### config.mk
export PLATFORM = sky130hd
export DESIGN_NAME = decompress_csr
export DESIGN_NICKNAME = d
export VERILOG_FILES = /design/src/rtl/decompress_csr.sv
export SDC_FILE = /design/constraint.sdc
export NUM_CORES = 1
export LEC_CHECK = 0
export BUFFER_PORTS_ARGS = -buffer_cell sky130_fd_sc_hd__buf_2
export CAP_MARGIN = 30
export CELL_PAD_IN_SITES_DETAIL_PLACEMENT = 1
export CELL_PAD_IN_SITES_GLOBAL_PLACEMENT = 2
export CORE_MARGIN = 2
export CORE_UTILIZATION = 35
export CTS_CLUSTER_DIAMETER = 30
export CTS_CLUSTER_SIZE = 40
export DETAILED_ROUTE_END_ITERATION = 7
export HOLD_SLACK_MARGIN = 0.02
export PLACE_DENSITY = 0.77
export SKIP_CTS_REPAIR_TIMING = 1
export SYNTH_ARGS = -nofsm -noshare
export SYNTH_HDL_FRONTEND = slang
export SYNTH_SLANG_ARGS = --single-unit
### constraint.sdc
create_clock -name clk -period 7.8 [get_ports clk]
set_input_delay 1.56 -clock clk [delete_from_list [all_inputs] [get_ports clk]]
set_output_delay 1.56 -clock clk [all_outputs]
set_load 0.01 [all_outputs]
### src/rtl/decompress_csr.sv
// decompress_csr: walks a CSR matrix held in three synchronous-read memories and
// streams the dense H_OUT x W_OUT matrix row-major over a valid/ready interface.
module decompress_csr #(
  parameter int H_OUT         = 7,
  parameter int W_OUT         = 8,
  parameter int SIZE_OUT      = 80,
  parameter int SIZE_val_DATA = 8,
  parameter int SIZE_col_DATA = 10,
  parameter int SIZE_row_DATA = 18,
  parameter int SIZE_in_DATA  = 14
) (
  input  logic                            clk,
  input  logic                            reset,
  input  logic                            start,
  output logic [$clog2(H_OUT+1)-1:0]      ptr_addr,
  input  logic [SIZE_row_DATA-1:0]        ptr_data,
  output logic [$clog2(SIZE_OUT)-1:0]     nz_addr,
  input  logic [SIZE_col_DATA-1:0]        col_data,
  input  logic signed [SIZE_val_DATA-1:0] val_data,
  output logic                            out_valid,
  input  logic                            out_ready,
  output logic signed [SIZE_in_DATA-1:0]  out_data,
  output logic [$clog2(H_OUT)-1:0]        out_row,
  output logic [$clog2(W_OUT)-1:0]        out_col,
  output logic                            out_last,
  output logic                            done,
  output logic                            err
);

  localparam int PAW = $clog2(H_OUT+1);
  localparam int NAW = $clog2(SIZE_OUT);
  localparam int RW  = $clog2(H_OUT);
  localparam int CW  = $clog2(W_OUT);

  localparam logic [RW-1:0]            R_LAST = RW'(H_OUT-1);
  localparam logic [CW-1:0]            C_LAST = CW'(W_OUT-1);
  localparam logic [SIZE_col_DATA-1:0] W_COL  = SIZE_col_DATA'(W_OUT);
  localparam logic [SIZE_row_DATA-1:0] NZ_CAP = SIZE_row_DATA'(SIZE_OUT);

  typedef enum logic [2:0] {IDLE, P0, PEND, CHK, NZ, EMIT, DONE} state_t;

  state_t                     state;
  logic [RW-1:0]              r;
  logic [CW-1:0]              c;
  logic [SIZE_row_DATA-1:0]   k;
  logic [SIZE_row_DATA-1:0]   row_end;
  logic [SIZE_col_DATA-1:0]   nz_col;
  logic [SIZE_val_DATA-1:0]   nz_val;
  logic                       nz_hit;

  logic [SIZE_col_DATA-1:0]   c_ext;
  logic [CW-1:0]              c_nxt;
  logic                       hit_now;
  logic                       nxt_hit;
  logic [SIZE_row_DATA-1:0]   k_adv;
  logic                       at_last;
  logic                       nxt_last;

  function automatic logic [SIZE_in_DATA-1:0] sext(input logic [SIZE_val_DATA-1:0] v);
    return {{(SIZE_in_DATA-SIZE_val_DATA){v[SIZE_val_DATA-1]}}, v};
  endfunction

  always_comb begin
    c_ext    = SIZE_col_DATA'(c);
    c_nxt    = c + CW'(1);
    hit_now  = nz_hit && (nz_col == c_ext);
    nxt_hit  = nz_hit && (nz_col == SIZE_col_DATA'(c_nxt));
    k_adv    = hit_now ? k + SIZE_row_DATA'(1) : k;
    at_last  = (r == R_LAST) && (c == C_LAST);
    nxt_last = (r == R_LAST) && (c_nxt == C_LAST);
  end

  always_ff @(posedge clk or negedge reset) begin
    if (!reset) begin
      state     <= IDLE;
      ptr_addr  <= '0;
      nz_addr   <= '0;
      out_valid <= 1'b0;
      out_data  <= '0;
      out_row   <= '0;
      out_col   <= '0;
      out_last  <= 1'b0;
      done      <= 1'b0;
      err       <= 1'b0;
      r         <= '0;
      c         <= '0;
      k         <= '0;
      row_end   <= '0;
      nz_col    <= '0;
      nz_val    <= '0;
      nz_hit    <= 1'b0;
    end else begin
      done <= 1'b0;
      unique case (state)
        IDLE: begin
          if (start) begin
            ptr_addr <= '0;
            err      <= 1'b0;
            state    <= P0;
          end
        end
        P0: begin
          k        <= ptr_data;
          r        <= '0;
          ptr_addr <= PAW'(1);
          state    <= PEND;
        end
        PEND: begin
          c <= '0;
          // A bad row pointer collapses the row to empty and leaves k untouched.
          if ((ptr_data < k) || (ptr_data > NZ_CAP)) begin
            err     <= 1'b1;
            row_end <= k;
          end else begin
            row_end <= ptr_data;
          end
          state <= CHK;
        end
        CHK: begin
          if (k < row_end) begin
            nz_addr <= NAW'(k);
            state   <= NZ;
          end else begin
            nz_hit    <= 1'b0;
            out_valid <= 1'b1;
            out_row   <= r;
            out_col   <= c;
            out_data  <= '0;
            out_last  <= at_last;
            state     <= EMIT;
          end
        end
        NZ: begin
          nz_col <= col_data;
          nz_val <= val_data;
          if ((col_data >= W_COL) || (col_data < c_ext)) begin
            err   <= 1'b1;
            k     <= k + SIZE_row_DATA'(1);
            state <= CHK;
          end else begin
            nz_hit    <= 1'b1;
            out_valid <= 1'b1;
            out_row   <= r;
            out_col   <= c;
            out_data  <= (col_data == c_ext) ? sext(val_data) : '0;
            out_last  <= at_last;
            state     <= EMIT;
          end
        end
        EMIT: begin
          if (out_ready) begin
            if (c == C_LAST) begin
              out_valid <= 1'b0;
              out_last  <= 1'b0;
              if (k_adv < row_end) begin
                err <= 1'b1;
                k   <= row_end;
              end else begin
                k <= k_adv;
              end
              if (r == R_LAST) begin
                done  <= 1'b1;
                state <= DONE;
              end else begin
                r        <= r + RW'(1);
                ptr_addr <= PAW'(r) + PAW'(2);
                state    <= PEND;
              end
            end else if (hit_now) begin
              k         <= k_adv;
              c         <= c_nxt;
              out_valid <= 1'b0;
              out_last  <= 1'b0;
              state     <= CHK;
            end else begin
              // Pending nonzero lies further right (or row is exhausted): stream zeros.
              c        <= c_nxt;
              out_col  <= c_nxt;
              out_data <= nxt_hit ? sext(nz_val) : '0;
              out_last <= nxt_last;
            end
          end
        end
        DONE: begin
          state <= IDLE;
        end
        default: state <= IDLE;
      endcase
    end
  end

endmodule

==> report_table.html, run 1 <==
<table>
<tr><th>Metric</th><th>Value</th></tr>
<tr><th colspan="2">Job</th></tr>
<tr><td>Max-cap violation count</td><td>0</td></tr>
<tr><th colspan="2">Finish</th></tr>
<tr><td>Number of filler cells placed in the layout</td><td>2234</td></tr>
<tr><td>Total area of multi-input combinational cells</td><td>3940 um^2</td></tr>
<tr><td>Final layout net count</td><td>918</td></tr>
<tr><td>Most frequent standard cell in the layout excluding fill and tap cells</td><td>sky130_fd_sc_hd__nand2_1</td></tr>
<tr><td>Number of antenna cells inserted</td><td>0</td></tr>
<tr><td>Fraction of layout cells with a size suffix above 1</td><td>0.159</td></tr>
<tr><td>Post-layout instance area</td><td>7450 um^2</td></tr>
<tr><td>Area taken by flip-flops and latches</td><td>2300 um^2</td></tr>
<tr><td>Highest-count cells in the layout ignoring fill and taps</td><td>sky130_fd_sc_hd__nand2_1 (136), sky130_fd_sc_hd__dfrtp_1 (92), sky130_fd_sc_hd__buf_2 (72)</td></tr>
<tr><td>Relative area change from synthesis to final layout</td><td>12.1%</td></tr>
<tr><th colspan="2">Pwr</th></tr>
<tr><td>Power share of the clock group</td><td>0.170</td></tr>
<tr><td>Relative contribution of combinational cells to total power</td><td>0.513</td></tr>
<tr><td>Design internal power</td><td>1.50 mW</td></tr>
<tr><td>NetSw</td><td>1.34 mW</td></tr>
<tr><td>Seq pwr share</td><td>0.317</td></tr>
<tr><td>Max rail drop VDD</td><td>0.165 mV</td></tr>
<tr><td>Sw Share</td><td>0.473</td></tr>
<tr><td>Pwr/cell area</td><td>382 nW/um^2</td></tr>
<tr><td>Leak Pwr</td><td>3.49 nW</td></tr>
<tr><th colspan="2">Logic synthesis</th></tr>
<tr><td>Ys flop type</td><td>sky130_fd_sc_hd__dfrtp_1</td></tr>
<tr><td>Synthesized-area fraction occupied by adder cells</td><td>0.115</td></tr>
<tr><td>Share of async-settable or async-resettable flops after synthesis</td><td>1.00</td></tr>
<tr><td>Multiplexer share of the synthesized area</td><td>0.0486</td></tr>
<tr><td>Post-Synthesis Mean Instance Area</td><td>8.59 um^2</td></tr>
<tr><td>Synthesized Nets</td><td>874</td></tr>
<tr><td>Post-Syn Area</td><td>6640 um^2</td></tr>
<tr><td>Basic-gate share of the synthesized area counting and, or, nand and nor cells</td><td>0.195</td></tr>
<tr><td>Count of state elements after synthesis</td><td>92</td></tr>
<tr><td>Combinational family with the most area after synthesis</td><td>compound AO/OA/AOI/OAI gates</td></tr>
<tr><td>Complex-gate fraction of the synthesized area</td><td>0.196</td></tr>
<tr><td>Post-synthesis instance total</td><td>773</td></tr>
<tr><td>Proportion of synthesized chip area in sequential cells</td><td>0.347</td></tr>
<tr><td>Number of library cell types mapped by synthesis</td><td>70</td></tr>
<tr><td>Total of warnings raised by yosys</td><td>0</td></tr>
<tr><td>Xor and xnor fraction of the mapped netlist area</td><td>0.0369</td></tr>
<tr><td>Number of flops mapped to enable cells by yosys</td><td>0</td></tr>
<tr><th colspan="2">STA</th></tr>
<tr><td>Worst slew pin tran</td><td>0.994 ns</td></tr>
<tr><td>Achievable frequency</td><td>0.241 GHz</td></tr>
<tr><td>Setup violation total in the final timing report</td><td>0</td></tr>
<tr><td>Final period demand of the worst path</td><td>4.14 ns</td></tr>
<tr><td>Count of endpoints failing hold in the final timing report</td><td>0</td></tr>
<tr><td>Setup TNS Final</td><td>0 ns</td></tr>
<tr><td>Slew Limit Headroom</td><td>0.335</td></tr>
<tr><td>Number of max-slew violations in the final report</td><td>0</td></tr>
<tr><td>Post-route clock period utilization</td><td>0.531</td></tr>
<tr><td>Clock tree skew after final layout</td><td>0.0141 ns</td></tr>
<tr><td>RSZ-0062 raised after global routing</td><td>no</td></tr>
<tr><th colspan="2">Placed design</th></tr>
<tr><td>Placed inst area</td><td>7130 um^2</td></tr>
<tr><td>Final weighted congestion of routability-driven global placement</td><td>0.806</td></tr>
<tr><td>Post-DP HPWL</td><td>16000 um</td></tr>
<tr><td>IO buf count</td><td>73</td></tr>
<tr><th colspan="2">Setup path</th></tr>
<tr><td>Critical path class</td><td>flip-flop to flip-flop</td></tr>
<tr><td>Data arrival time of the critical path</td><td>4.41 ns</td></tr>
<tr><td>Critical R2R Capture</td><td>k[12]$_DFFE_PN0P_</td></tr>
<tr><td>Worst Setup Start Kind</td><td>flip-flop</td></tr>
<tr><td>Crit path capture type</td><td>flip-flop</td></tr>
<tr><td>Longest individual stage delay on the worst path</td><td>0.89 ns</td></tr>
<tr><td>Worst R2R Setup Slack</td><td>3.66 ns</td></tr>
<tr><td>Reg2reg path depth</td><td>11</td></tr>
<tr><td>Startpoint of the worst-slack reg-to-reg timing path</td><td>nz_col[5]$_DFFE_PN0P_</td></tr>
<tr><td>Cell chain of the critical path</td><td>nor4_2, nand2_2, or2_1, or4_4, nand2_1, ha_1, a211oi_1, o21ai_0, o32ai_1, a21oi_1, a22oi_1</td></tr>
<tr><td>WP data required</td><td>8.07 ns</td></tr>
<tr><td>Critical path's slowest cell</td><td>sky130_fd_sc_hd__o32ai_1</td></tr>
<tr><td>Top fanout value on the critical path</td><td>17</td></tr>
<tr><th colspan="2">Clock network</th></tr>
<tr><td>Clock-pin slew on the worst setup and hold paths</td><td>0.08 ns</td></tr>
<tr><td>Root buffer cell</td><td>sky130_fd_sc_hd__clkbuf_16</td></tr>
<tr><td>Clk sink count</td><td>92</td></tr>
<tr><td>CTS max path bufs</td><td>2</td></tr>
<tr><td>Source-to-sink clock delay at the later pin of the worst-skew pair</td><td>0.36 ns</td></tr>
<tr><td>Clock buffer count from CTS</td><td>9</td></tr>
<tr><td>H-tree Lvls</td><td>3</td></tr>
<tr><td>Clock tree from TritonCTS</td><td>yes</td></tr>
<tr><th colspan="2">Detailed routing</th></tr>
<tr><td>Length of the first detailed-routing pass in iterations</td><td>4</td></tr>
<tr><td>Number of vias in the routed layout</td><td>6071</td></tr>
<tr><td>Average wire per standard cell</td><td>20.2 um</td></tr>
<tr><td>Post-detailed-routing wire length</td><td>21400 um</td></tr>
<tr><td>Number of DRC violations after detailed routing</td><td>0</td></tr>
<tr><td>Number of DRC violations after detailed-routing iteration 0</td><td>272</td></tr>
<tr><td>DR vias/cell</td><td>5.75</td></tr>
<tr><td>Post-detailed-route count of antenna-violating nets</td><td>0</td></tr>
<tr><th colspan="2">Hold path</th></tr>
<tr><td>Worst Hold Class</td><td>flip-flop to flip-flop</td></tr>
<tr><td>Hold depth</td><td>2</td></tr>
<tr><td>Startpoint of the most critical hold path</td><td>nz_addr[4]$_DFFE_PN0P_</td></tr>
<tr><td>Endpoint of the worst hold-timing path</td><td>nz_addr[4]$_DFFE_PN0P_</td></tr>
<tr><th colspan="2">Global routing</th></tr>
<tr><td>Number of global-route vias before repair</td><td>6414</td></tr>
<tr><td>Antenna violations before repair</td><td>0</td></tr>
<tr><td>Total GRT Usage</td><td>0.220</td></tr>
<tr><td>First-pass GRT wire length</td><td>34900 um</td></tr>
<tr><td>Largest net degree at the start of global routing</td><td>51</td></tr>
<tr><td>GRT overflow</td><td>0</td></tr>
<tr><th colspan="2">Floorplan</th></tr>
<tr><td>Die boundary height</td><td>142 um</td></tr>
<tr><td>Initial core utilization</td><td>0.356</td></tr>
<tr><td>Core footprint</td><td>18600 um^2</td></tr>
<tr><td>Die extent in x</td><td>142 um</td></tr>
<tr><td>Top Ports</td><td>74</td></tr>
<tr><td>Count of standard-cell rows</td><td>50</td></tr>
<tr><td>Total Die Area</td><td>20100 um^2</td></tr>
<tr><th colspan="2">Outcome</th></tr>
<tr><td>Outcome</td><td>finished clean</td></tr>
</table>
layout make-up:
cell class,instances,share of cell area
clock inverter,7,0.0124
clock buffer,9,0.0302
tap,234,0.0393
inverter,45,0.0227
timing repair buffer,81,0.0575
sequential,92,0.309
multi-input combinational,588,0.529
stage by stage:
step | util | setup slack, ns | power (mW) | hold slack [ns] | std cells
floorplan | - | 4.46 | 1.89 | 0.446 | 773
global placement | 0.382 | 3.67 | 2.28 | 0.457 | 1040
detailed placement | 0.382 | 3.60 | 2.36 | 0.468 | 1040
CTS | 0.399 | 3.70 | 2.86 | 0.487 | 1056
global route | 0.399 | 3.36 | 3.09 | 0.510 | 1056
finish | 0.399 | 3.66 | 2.84 | 0.480 | 1056
cell families after synthesis:
kind of cell,Yosys count
AO/OA/AOI/OAI,192
XOR/XNOR,28
adder cells (fa/ha/maj),61
buffers and inverters,93
flip-flops,92
multiplexers,30
AND/OR/NAND/NOR,277
routing by layer:
layer	track usage	routed length, um
met1	0.298	10100
met4	0.0616	373
met5	0	0
met2	0.367	10000
met3	0.0344	839
sequential cells by signal, indices dropped and copies added (netlist names), 3 cells and up:
| name | count |
|---|---|
| out_row | 3 |
| c | 3 |
| k | 18 |
| row_end | 18 |
| out_col | 3 |
| r | 3 |
| nz_val | 8 |
| state | 3 |
| nz_addr | 7 |
| ptr_addr | 3 |
| nz_col | 10 |
| out_data | 8 |
power groups by stage:
| stage | sequential, mW | combinational, mW | clock [mW] |
|---|---|---|---|
| finish | 0.900 | 1.46 | 0.483 |
| global route | 0.933 | 1.65 | 0.515 |
| CTS | 0.898 | 1.47 | 0.492 |
| detailed placement | 0.906 | 1.46 | 0 |
| global placement | 0.894 | 1.39 | 0 |
| floorplan | 0.804 | 1.09 | 0 |
critical path: cells and delay by family (launching register included):
kind	cells	cell delay, ns
AND/OR/NAND/NOR	5	1.75
AO/OA/AOI/OAI	5	1.66
flip-flops	1	0.40
adder cells (fa/ha/maj)	1	0.24
synth_stat cells (all sizes together) (5+ instances only):
cell type  instances  share of area
a211oi             5         0.0057
a21o               9          0.010
a21oi             45          0.034
a221oi             8          0.011
a32o               8          0.012
and3               7         0.0066
and4               5         0.0066
buf               29          0.025
clkbuf            19          0.011
dfrtp             92           0.35
ha                61           0.11
inv               44          0.025
mux2              18          0.031
mux2i             12          0.018
nand2            138          0.079
nand3             29          0.023
nand4              9         0.0085
nor2              37          0.021
nor3              18          0.014
nor4               7         0.0075
o211ai            10          0.011
o21ai             47          0.037
o22ai             15          0.014
o31ai              8          0.011
xnor2             28          0.037
worst max path at each step:
stage                                from                end  slack [ns]
floorplan                c[1]$_DFFE_PN0P_  k[17]$_DFFE_PN0P_        4.46
global placement              col_data[2]  k[17]$_DFFE_PN0P_        3.67
detailed placement            col_data[2]  k[17]$_DFFE_PN0P_        3.60
CTS                 nz_col[5]$_DFFE_PN0P_  k[11]$_DFFE_PN0P_        3.70
global route             k[0]$_DFFE_PN0P_  k[12]$_DFFE_PN0P_        3.36
finish              nz_col[5]$_DFFE_PN0P_  k[12]$_DFFE_PN0P_        3.66
Power figures use the tool's default switching activity.
==> inputs of run 2 (changes only) <==
- CORE_UTILIZATION: 35 -> 33
- PLACE_DENSITY: 0.77 -> 0.76
- clock period: 7.8 -> 3.6 ns (I/O delays scaled with it)
==> run 2 against run 1 <==
Non-clock buffer count grew 49. Sequential power rose by 100%. Combinational power rose by 150%. Flip-flop and latch count did not move. Clock skew fell by 0.0063 ns. Critical path type unchanged. Die area up 5.9%. Cell area rose by 6.4%. Worst hold slack got worse by 0.18 ns.
==> report_table.html, run 2 (same netlist as run 1, synthesis figures left out) <==
<table>
<tr><th>Metric</th><th>Value</th></tr>
<tr><th colspan="2">Finish</th></tr>
<tr><td>Relative area change from synthesis to final layout</td><td>19.3%</td></tr>
<tr><td>Number of antenna cells inserted</td><td>0</td></tr>
<tr><td>Most frequent standard cell in the layout excluding fill and tap cells</td><td>sky130_fd_sc_hd__nand2_1</td></tr>
<tr><td>Final layout net count</td><td>969</td></tr>
<tr><td>Post-layout instance area</td><td>7920 um^2</td></tr>
<tr><td>Fraction of layout cells with a size suffix above 1</td><td>0.219</td></tr>
<tr><td>Highest-count cells in the layout ignoring fill and taps</td><td>sky130_fd_sc_hd__nand2_1 (136), sky130_fd_sc_hd__dfrtp_1 (91), sky130_fd_sc_hd__buf_2 (72)</td></tr>
<tr><td>Largest registers ranked by flip-flop count</td><td>k: 18 flops, row_end: 18 flops, nz_col: 10 flops</td></tr>
<tr><th colspan="2">STA</th></tr>
<tr><td>Final period demand of the worst path</td><td>3.52 ns</td></tr>
<tr><td>Slew Limit Headroom</td><td>0.456</td></tr>
<tr><td>Number of max-slew violations in the final report</td><td>0</td></tr>
<tr><td>Count of endpoints failing hold in the final timing report</td><td>0</td></tr>
<tr><td>Setup TNS Final</td><td>0 ns</td></tr>
<tr><td>Post-route clock period utilization</td><td>0.979</td></tr>
<tr><td>Worst slew pin tran</td><td>0.812 ns</td></tr>
<tr><td>Achievable frequency</td><td>0.284 GHz</td></tr>
<tr><td>Minimum hold slack</td><td>0.300 ns</td></tr>
<tr><td>Setup violation total in the final timing report</td><td>0</td></tr>
<tr><td>Clock tree skew after final layout</td><td>0.00780 ns</td></tr>
<tr><th colspan="2">Clock network</th></tr>
<tr><td>Clock buffer count from CTS</td><td>9</td></tr>
<tr><td>Root buffer cell</td><td>sky130_fd_sc_hd__clkbuf_16</td></tr>
<tr><td>Source-to-sink clock delay at the later pin of the worst-skew pair</td><td>0.36 ns</td></tr>
<tr><td>Clk sink count</td><td>92</td></tr>
<tr><td>Clock-pin slew on the worst setup and hold paths</td><td>0.08 ns</td></tr>
<tr><td>Clock tree from TritonCTS</td><td>yes</td></tr>
<tr><td>H-tree Lvls</td><td>3</td></tr>
<tr><td>CTS max path bufs</td><td>2</td></tr>
<tr><th colspan="2">Setup path</th></tr>
<tr><td>Critical path's slowest cell</td><td>sky130_fd_sc_hd__dfrtp_1</td></tr>
<tr><td>Critical R2R Capture</td><td>k[12]$_DFFE_PN0P_</td></tr>
<tr><td>Worst R2R Setup Slack</td><td>0.08 ns</td></tr>
<tr><td>Startpoint of the worst-slack reg-to-reg timing path</td><td>nz_col[5]$_DFFE_PN0P_</td></tr>
<tr><td>Crit path capture type</td><td>flip-flop</td></tr>
<tr><td>Delay-heaviest family, CP</td><td>simple AND/OR/NAND/NOR gates</td></tr>
<tr><td>Most used cell, CP</td><td>sky130_fd_sc_hd__buf_4</td></tr>
<tr><td>Critical path class</td><td>flip-flop to flip-flop</td></tr>
<tr><td>WP data required</td><td>3.87 ns</td></tr>
<tr><td>Longest individual stage delay on the worst path</td><td>0.40 ns</td></tr>
<tr><td>Worst Setup Start Kind</td><td>flip-flop</td></tr>
<tr><td>Number of stages on the worst setup path</td><td>13</td></tr>
<tr><td>Data arrival time of the critical path</td><td>3.79 ns</td></tr>
<tr><td>Top fanout value on the critical path</td><td>10</td></tr>
<tr><td>Reg2reg path depth</td><td>13</td></tr>
<tr><td>Worst path buffer plus inverter count</td><td>2</td></tr>
<tr><td>Cell chain of the critical path</td><td>nor4_2, nand2_2, or2_4, buf_4, o31ai_2, nand2_1, ha_1, and4_1, a21o_1, a31o_2, buf_4, nand3_1, a22oi_1</td></tr>
<tr><th colspan="2">Hold path</th></tr>
<tr><td>Worst Hold Class</td><td>primary input to async pin</td></tr>
<tr><th colspan="2">Detailed routing</th></tr>
<tr><td>Average wire per standard cell</td><td>19.6 um</td></tr>
<tr><td>Number of DRC violations after detailed routing</td><td>0</td></tr>
<tr><td>Number of vias in the routed layout</td><td>6282</td></tr>
<tr><td>DR vias/cell</td><td>5.52</td></tr>
<tr><td>Number of DRC violations after detailed-routing iteration 0</td><td>284</td></tr>
<tr><td>Post-detailed-route count of antenna-violating nets</td><td>0</td></tr>
<tr><td>Post-detailed-routing wire length</td><td>22300 um</td></tr>
<tr><td>Length of the first detailed-routing pass in iterations</td><td>5</td></tr>
<tr><th colspan="2">Job</th></tr>
<tr><td>Max-cap violation count</td><td>0</td></tr>
<tr><th colspan="2">Placed design</th></tr>
<tr><td>Final weighted congestion of routability-driven global placement</td><td>0.883</td></tr>
<tr><td>IO buf count</td><td>73</td></tr>
<tr><td>Post-DP HPWL</td><td>16500 um</td></tr>
<tr><td>Placed inst area</td><td>7530 um^2</td></tr>
<tr><th colspan="2">Global routing</th></tr>
<tr><td>First-pass GRT wire length</td><td>35800 um</td></tr>
<tr><td>GRT overflow</td><td>0</td></tr>
<tr><td>Total GRT Usage</td><td>0.209</td></tr>
<tr><td>Number of global-route vias before repair</td><td>6639</td></tr>
<tr><td>Antenna violations before repair</td><td>0</td></tr>
<tr><td>Largest net degree at the start of global routing</td><td>34</td></tr>
<tr><th colspan="2">Floorplan</th></tr>
<tr><td>Initial core utilization</td><td>0.339</td></tr>
<tr><td>Count of standard-cell rows</td><td>51</td></tr>
<tr><td>Die boundary height</td><td>146 um</td></tr>
<tr><td>Top Ports</td><td>74</td></tr>
<tr><td>Core footprint</td><td>19600 um^2</td></tr>
<tr><td>Total Die Area</td><td>21300 um^2</td></tr>
<tr><td>Die extent in x</td><td>146 um</td></tr>
<tr><th colspan="2">Pwr</th></tr>
<tr><td>Leak Pwr</td><td>3.74 nW</td></tr>
<tr><td>Max rail drop VDD</td><td>0.280 mV</td></tr>
<tr><td>Pwr/cell area</td><td>819 nW/um^2</td></tr>
<tr><th colspan="2">Outcome</th></tr>
<tr><td>Outcome</td><td>finished clean</td></tr>
</table>
## run 2: worst max path at each step
stage                               start                end
finish              nz_col[5]$_DFFE_PN0P_  k[12]$_DFFE_PN0P_
global route        nz_col[3]$_DFFE_PN0P_   k[3]$_DFFE_PN0P_
floorplan                c[1]$_DFFE_PN0P_  k[17]$_DFFE_PN0P_
CTS                 nz_col[5]$_DFFE_PN0P_  k[15]$_DFFE_PN0P_
detailed placement  nz_col[5]$_DFFE_PN0P_  k[15]$_DFFE_PN0P_
global placement    nz_col[5]$_DFFE_PN0P_   k[4]$_DFFE_PN0P_
## run 2: report_power, final
group          leakage (nW)  total (mW)  switching (mW)  internal, mW
clock network         0.155        1.04           0.478         0.558
registers              1.16        1.84           0.406          1.44
logic                  2.43        3.61            2.12          1.49
total                  3.74        6.48            3.00          3.48
## run 2: cell type report
class | count | area (um^2)
fill | 2376 | 11700
multi-input combinational | 590 | 4000
sequential | 92 | 2300
timing repair buffer | 130 | 796
tap | 265 | 332
clock buffer | 9 | 225
inverter | 45 | 169
clock inverter | 7 | 92.6
## run 2: worst reg2reg max path: cells and delay by family (launching register included)
family	cells	cell delay (ns)
AND/OR/NAND/NOR	6	1.32
flip-flops	1	0.40
adder cells (fa/ha/maj)	1	0.33
buffers and inverters	2	0.36
AO/OA/AOI/OAI	4	1.02
## run 2: stage by stage
step           instances  total power, mW  setup WS [ns]  utilization
4_1_cts             1136             6.43         -0.148        0.401
3_5_place_dp        1120             5.34         -0.123        0.385
2_1_floorplan        773             4.10          0.260            -
3_3_place_gp        1120             5.19         0.0904        0.385
5_1_grt             1138             7.07        -0.0353        0.404
6_report            1138             6.48         0.0756        0.404
## run 2: layer usage
metal	track usage	up-vias	share of wire
met5	0	-	0
met4	0.0471	0	0.013
met3	0.0326	20	0.040
met2	0.355	138	0.49
met1	0.280	3153	0.46
li1	-	2971	-
